File: config.mk
export PLATFORM = sky130hd
export DESIGN_NAME = sigmoid_reg_sequencer_flat
export DESIGN_NICKNAME = d
export VERILOG_FILES = /design/src/rtl/sigmoid_pkg.sv /design/src/rtl/sigmoid_reg_sequencer_if.sv /design/src/rtl/sigmoid_readback_slice.sv /design/src/rtl/sigmoid_reg_sequencer.sv /design/src/flat_wrapper.sv
export SDC_FILE = /design/constraint.sdc
export NUM_CORES = 1
export LEC_CHECK = 0
export BUFFER_PORTS_ARGS = -buffer_cell sky130_fd_sc_hd__buf_2
export CAP_MARGIN = 20
export CORE_UTILIZATION = 52
export CTS_CLUSTER_SIZE = 12
export DETAILED_ROUTE_END_ITERATION = 10
export PLACE_DENSITY = 0.8
export SYNTH_ARGS = -nofsm -noshare
export SYNTH_HDL_FRONTEND = slang
export SYNTH_SLANG_ARGS = --single-unit
File: constraint.sdc
create_clock -name clk -period 3.4 [get_ports clk]
set_input_delay 0.51 -clock clk [delete_from_list [all_inputs] [get_ports clk]]
set_output_delay 0.51 -clock clk [all_outputs]
set_load 0.02 [all_outputs]
File: src/rtl/sigmoid_pkg.sv
//==============================================================================
// Module : sigmoid_pkg
// Brief  : Shared sizes and state encoding for the sigmoid register sequencer.
// Rev    : 1.0
//==============================================================================
`default_nettype none

package sigmoid_pkg;
    localparam int NUM_NEURONS = 8;
    localparam int NUM_WEIGHTS = 10;
    localparam int TOTAL_REGS  = NUM_NEURONS + NUM_WEIGHTS;
    localparam int ADDR_W      = 5;
    localparam int DATA_W      = 4;
    localparam int RD_W        = $clog2(NUM_NEURONS) + 1;

    typedef enum logic [1:0] {IDLE, LOAD, SETTLE, READ} seq_state_t;
endpackage

`default_nettype wire

File: src/rtl/sigmoid_reg_sequencer_if.sv
//==============================================================================
// Module : sigmoid_reg_sequencer_if
// Brief  : Load stream, register-file bus and readback stream of the sequencer.
// Rev    : 1.0
//==============================================================================
`default_nettype none

interface sigmoid_reg_sequencer_if;
    import sigmoid_pkg::*;

    logic [DATA_W-1:0] in_data;
    logic              in_valid;
    logic              in_ready;
    logic              reg_write_en;
    logic [ADDR_W-1:0] reg_address;
    logic [DATA_W-1:0] reg_data_in;
    logic [DATA_W-1:0] reg_data_out;
    logic [DATA_W-1:0] out_data;
    logic              out_valid;
    logic              out_ready;

    modport master (
        input  in_data, in_valid, reg_data_out, out_ready,
        output in_ready, reg_write_en, reg_address, reg_data_in, out_data, out_valid
    );

    modport slave (
        output in_data, in_valid, reg_data_out, out_ready,
        input  in_ready, reg_write_en, reg_address, reg_data_in, out_data, out_valid
    );
endinterface

`default_nettype wire

File: src/rtl/sigmoid_readback_slice.sv
//==============================================================================
// Module : sigmoid_readback_slice
// Brief  : One-entry valid/ready output register for the readback stream.
// Rev    : 1.0
//==============================================================================
`default_nettype none

module sigmoid_readback_slice
    import sigmoid_pkg::*;
(
    input  wire logic              clk,
    input  wire logic              n_rst,
    input  wire logic              i_load,
    input  wire logic [DATA_W-1:0] i_data,
    input  wire logic              i_ready,
    output logic      [DATA_W-1:0] o_data,
    output logic                   o_valid
);
    logic [DATA_W-1:0] r_data;
    logic              r_valid;

    // A held beat is only replaced when the caller has proven it was consumed.
    always_ff @(posedge clk or negedge n_rst) begin
        if (!n_rst) begin
            r_data  <= '0;
            r_valid <= 1'b0;
        end else if (i_load) begin
            r_data  <= i_data;
            r_valid <= 1'b1;
        end else if (i_ready) begin
            r_valid <= 1'b0;
        end
    end

    assign o_data  = r_data;
    assign o_valid = r_valid;
endmodule

`default_nettype wire

File: src/rtl/sigmoid_reg_sequencer.sv
//==============================================================================
// Module : sigmoid_reg_sequencer
// Brief  : Loads the sigmoid register file from a stream, then reads neurons back.
// Rev    : 1.0
//==============================================================================
`default_nettype none

module sigmoid_reg_sequencer
    import sigmoid_pkg::*;
(
    input  wire logic                  clk,
    input  wire logic                  n_rst,
    input  wire logic                  start,
    output logic                       busy,
    output logic                       done,
    sigmoid_reg_sequencer_if.master    bus
);
    localparam logic [1:0]        c_S_IDLE    = IDLE;
    localparam logic [1:0]        c_S_LOAD    = LOAD;
    localparam logic [1:0]        c_S_SETTLE  = SETTLE;
    localparam logic [1:0]        c_S_READ    = READ;
    localparam logic [ADDR_W-1:0] c_ADDR_LAST = ADDR_W'(TOTAL_REGS - 1);
    localparam logic [RD_W-1:0]   c_RD_END    = RD_W'(NUM_NEURONS);
    localparam logic [RD_W-1:0]   c_RD_LAST   = RD_W'(NUM_NEURONS - 1);

    logic [1:0]        r_state;
    logic [ADDR_W-1:0] r_wr_ptr;
    logic [RD_W-1:0]   r_rd_ptr;
    logic              r_write_en;
    logic [ADDR_W-1:0] r_address;
    logic [DATA_W-1:0] r_data_in;
    logic              r_done;

    logic              w_in_ready;
    logic              w_accept_in;
    logic              w_out_valid;
    logic              w_rd_capture;
    logic              w_rd_last;
    logic [RD_W-1:0]   w_rd_next;

    assign w_in_ready   = (r_state == c_S_LOAD);
    assign w_accept_in  = bus.in_valid & w_in_ready;
    assign w_rd_next    = r_rd_ptr + 1'b1;
    assign w_rd_capture = (r_state == c_S_READ) && (!w_out_valid || bus.out_ready)
                          && (r_rd_ptr < c_RD_END);
    // Once every neuron has been captured, the held beat is the last one.
    assign w_rd_last    = (r_state == c_S_READ) && w_out_valid && bus.out_ready
                          && (r_rd_ptr == c_RD_END);

    always_ff @(posedge clk or negedge n_rst) begin
        if (!n_rst) begin
            r_state    <= c_S_IDLE;
            r_wr_ptr   <= '0;
            r_rd_ptr   <= '0;
            r_write_en <= 1'b0;
            r_address  <= '0;
            r_data_in  <= '0;
            r_done     <= 1'b0;
        end else begin
            r_write_en <= 1'b0;
            r_done     <= 1'b0;
            case (r_state)
                c_S_IDLE: begin
                    if (start) begin
                        r_state  <= c_S_LOAD;
                        r_wr_ptr <= '0;
                    end
                end
                c_S_LOAD: begin
                    if (w_accept_in) begin
                        r_write_en <= 1'b1;
                        r_address  <= r_wr_ptr;
                        r_data_in  <= bus.in_data;
                        r_wr_ptr   <= r_wr_ptr + 1'b1;
                        if (r_wr_ptr == c_ADDR_LAST) begin
                            r_state <= c_S_SETTLE;
                        end
                    end
                end
                c_S_SETTLE: begin
                    r_address <= '0;
                    r_rd_ptr  <= '0;
                    r_state   <= c_S_READ;
                end
                c_S_READ: begin
                    if (w_rd_last) begin
                        r_done    <= 1'b1;
                        r_address <= '0;
                        r_state   <= c_S_IDLE;
                    end else if (w_rd_capture) begin
                        r_rd_ptr <= w_rd_next;
                        // Park on the last neuron rather than stepping into the weights.
                        if (r_rd_ptr != c_RD_LAST) begin
                            r_address <= ADDR_W'(w_rd_next);
                        end
                    end
                end
                default: r_state <= c_S_IDLE;
            endcase
        end
    end

    sigmoid_readback_slice u_slice (
        .clk     (clk),
        .n_rst   (n_rst),
        .i_load  (w_rd_capture),
        .i_data  (bus.reg_data_out),
        .i_ready (bus.out_ready),
        .o_data  (bus.out_data),
        .o_valid (w_out_valid)
    );

    assign bus.out_valid    = w_out_valid;
    assign bus.in_ready     = w_in_ready;
    assign bus.reg_write_en = r_write_en;
    assign bus.reg_address  = r_address;
    assign bus.reg_data_in  = r_data_in;
    assign busy             = (r_state != c_S_IDLE);
    assign done             = r_done;
endmodule

`default_nettype wire

File: src/flat_wrapper.sv
// flat-port wrapper written by rule: the top's interface ports become plain ports
module sigmoid_reg_sequencer_flat import sigmoid_pkg::*;
  (clk, n_rst, start, busy, done, bus_in_data, bus_in_valid, bus_reg_data_out, bus_out_ready, bus_in_ready, bus_reg_write_en, bus_reg_address, bus_reg_data_in, bus_out_data, bus_out_valid);
  sigmoid_reg_sequencer_if bus_i ();
  input  wire logic clk;
  input  wire logic n_rst;
  input  wire logic start;
  output logic busy;
  output logic done;
  input wire logic [$bits(bus_i.in_data)-1:0] bus_in_data;
  input wire logic [$bits(bus_i.in_valid)-1:0] bus_in_valid;
  input wire logic [$bits(bus_i.reg_data_out)-1:0] bus_reg_data_out;
  input wire logic [$bits(bus_i.out_ready)-1:0] bus_out_ready;
  output wire logic [$bits(bus_i.in_ready)-1:0] bus_in_ready;
  output wire logic [$bits(bus_i.reg_write_en)-1:0] bus_reg_write_en;
  output wire logic [$bits(bus_i.reg_address)-1:0] bus_reg_address;
  output wire logic [$bits(bus_i.reg_data_in)-1:0] bus_reg_data_in;
  output wire logic [$bits(bus_i.out_data)-1:0] bus_out_data;
  output wire logic [$bits(bus_i.out_valid)-1:0] bus_out_valid;
  assign bus_i.in_data = bus_in_data;
  assign bus_i.in_valid = bus_in_valid;
  assign bus_i.reg_data_out = bus_reg_data_out;
  assign bus_i.out_ready = bus_out_ready;
  assign bus_in_ready = bus_i.in_ready;
  assign bus_reg_write_en = bus_i.reg_write_en;
  assign bus_reg_address = bus_i.reg_address;
  assign bus_reg_data_in = bus_i.reg_data_in;
  assign bus_out_data = bus_i.out_data;
  assign bus_out_valid = bus_i.out_valid;
  sigmoid_reg_sequencer u_core (.clk(clk), .n_rst(n_rst), .start(start), .busy(busy), .done(done), .bus(bus_i));
endmodule
==> results.txt <==
Root buf cell -> clkbuf_4
Routability congestion estimate -> 0.873
Site Rows -> 19
Via count -> 1,128
CTS H-tree lvls -> 1
Max-cap check violation count -> 0
Hold Buf Count CTS -> 0
# DRC -> 0
Antenna violations before repair -> 0
IO Count -> 31
Layout cells sized above 1 -> 0.343
Final hold violation count -> 0
Crit path arrival time -> 1.60 ns
Sum Neg Setup Slack -> 0 ns
Synth top area cells -> dfrtp_1 (45%), ha_1 (8.3%), mux2_2 (6.7%)
Clock tree from TritonCTS -> yes
Slew Viols, Final -> 0
Clk_lat worst skew -> 0.32 ns
Area leader, netlist -> dfrtp_1
Placed inst area -> 1690 sq um
Slew headroom -> 0.602
Global-route wire length before repair -> 4860 um
GR Overflow Total -> 0
Post-Synthesis Cells -> 136
Dominant synthesized flop cell -> dfrtp_1
First DRT Iteration DRCs -> 71
Overall Global Routing Usage -> 0.196
Synth Register Bits -> 27
Period Utilization, post-route -> 0.621
RSZ-0062 raised after global routing -> no
Peak supply drop -> 0.609 mV
Final #Nets -> 193
Min Tclk post-route -> 2.11 ns
Total wire length -> 2920 um
Mapped Nets -> 159
Power Density -> 902 nW/um^2
Cell leakage power -> 0.836 nW
Remaining antenna violation count -> 0
Library cells used by synthesis -> 39
Initial Util -> 0.545
Avg WL per Cell -> 14.6 um
Hold crit path type -> in -> async
# setup viols final -> 0
Ys async rst share -> 1.00
Port bufs -> 30
Post-synth EDFFs -> 0
Post-synth top area share -> 0.450
Die Y -> 55.8 um
Most frequent cell after synthesis -> dfrtp_1
Netlist Area Pre-Place -> 1500 sq um
Antenna Diode Count -> 0
Synth Area per Inst -> 11.0 sq um
Post-CTS setup buffers -> 0
Clock tree buffer depth -> 2
CTS sink cnt -> 27
Vias in the first global route -> 1,089
Worst-margin pin slew -> 0.598 ns
Capturing element type of the critical path -> primary output
Area grow syn2layout -> 14.1%
Die X -> 55.8 um
Kind of critical path -> reg -> out
HPWL reported at the end of detailed placement -> 2260 um
DRT Pass-1 Iters -> 4
Commonest cells post-synth -> dfrtp_1 (27), inv_1 (13), nand2_1 (12)
Die ar. -> 3110 sq um
Largest net degree at the start of global routing -> 28
Startpoint types -> flip-flop
Core area -> 2760 sq um
Critical path required time -> 2.89 ns
Max frequency -> 474 MHz
Clk slew on worst S/H paths -> 0.15 ns
Total CTS buffers -> 3
Sequential element share of the synthesized area -> 0.450
Status -> finished, final reports clean
Yosys warnings -> 0
Post-CTS Resized -> 0
Drt via density -> 5.64
Fin Clk Skew -> 0.0126 ns
Critical path peak fanout -> 13
Final instance area -> 1710 sq um
-- where the power goes --
| group | leakage [nW] | switching (W) | total [W] | internal, W |
|---|---|---|---|---|
| Combinational | 0.478 | 0.000493 | 0.000862 | 0.000368 |
| Clock | 0.0150 | 0.0000916 | 0.000138 | 0.0000459 |
| Sequential | 0.343 | 0.000103 | 0.000548 | 0.000445 |
-- kinds of logic (layout without fill, tap and decap cells) --
logic type	after synthesis	after routing	share of synthesized area
buf+inv	14	47	0.0350
fa+ha+maj	10	10	0.0833
compound gates	29	29	0.161
flops	27	27	0.450
simple gates	41	41	0.154
mux	15	15	0.117
-- state kept, by name (all words and copies together) (netlist names) --
register	count
u_core.r_rd_ptr	4
u_core.bus.reg_write_en	1
u_core.r_state	2
u_core.bus.reg_data_in	4
u_core.u_slice.o_valid	1
u_core.bus.reg_address	5
u_core.u_slice.o_data	4
u_core.r_wr_ptr	5
u_core.done	1
-- cells in the final DEF (no fill, tap or decap), types with 2 or more instances in the layout --
| cell type | instances |
|---|---|
| or2_2 | 2 |
| nand3_1 | 4 |
| and2_1 | 2 |
| dfrtp_1 | 27 |
| ha_1 | 10 |
| a21oi_1 | 3 |
| nor2b_1 | 4 |
| a22oi_1 | 2 |
| mux2_4 | 3 |
| o221ai_1 | 2 |
| nand2_1 | 12 |
| o21ai_1 | 2 |
| mux2i_1 | 3 |
| inv_1 | 13 |
| a21o_2 | 3 |
| o2bb2ai_1 | 2 |
| nor2_1 | 5 |
| o21ai_4 | 2 |
| mux2_2 | 9 |
| clkbuf_4 | 3 |
| buf_2 | 30 |
| nand2b_1 | 5 |
| o21ai_0 | 3 |
-- final timing paths --
| kind | startpoint | endpoint | slack (ns) | depth (start not counted) |
|---|---|---|---|---|
| min in group clk | bus_reg_data_out[3] | u_core.u_slice.o_data[3] | 0.40 | 2 |
| max in group asynchronous | n_rst | u_core.r_wr_ptr[1] | 2.83 | 1 |
| hold reg to reg | u_core.bus.reg_data_in[1] | u_core.bus.reg_data_in[1] | 0.53 | 1 |
| setup / recovery | u_core.r_state[1] | bus_in_ready | 1.29 | 3 |
| setup reg to reg | u_core.r_state[1] | u_core.bus.reg_address[2] | 1.40 | 6 |
| hold / removal | n_rst | u_core.r_rd_ptr[1] | 0.16 | 1 |
-- per-stage QoR --
step	util	setup slack (ns)	total power [W]	hold WS [ns]	cells
2_1_floorplan	-	1.64	0.00119	0.214	136
3_3_place_gp	0.612	1.58	0.00138	0.482	196
3_5_place_dp	0.612	1.43	0.00142	0.495	196
4_1_cts	0.622	1.29	0.00156	0.178	200
5_1_grt	0.622	1.20	0.00166	0.207	200
6_report	0.622	1.29	0.00155	0.164	200
-- critical path, stage by stage, from the launching register on --
cell and delay (ns):
dfrtp_1 0.48, inv_1 0.13, ha_1 0.43, buf_2 0.25
-- area by class of cell --
cell class / count / area [sq um]
clock buffers: 4 / 26.3
fillers: 234 / 1040
multi-input cells: 95 / 774
well taps: 31 / 38.8
repair buffers: 30 / 150
inverters: 13 / 48.8
flip-flops and latches: 27 / 676
-- metal layers --
metal / global-route usage / part of all wire
met5: 0 / 0
met4: 0.0214 / 0.0027
met3: 0.0419 / 0.050
met2: 0.343 / 0.51
met1: 0.258 / 0.44
(Power assumes the default switching activity.)
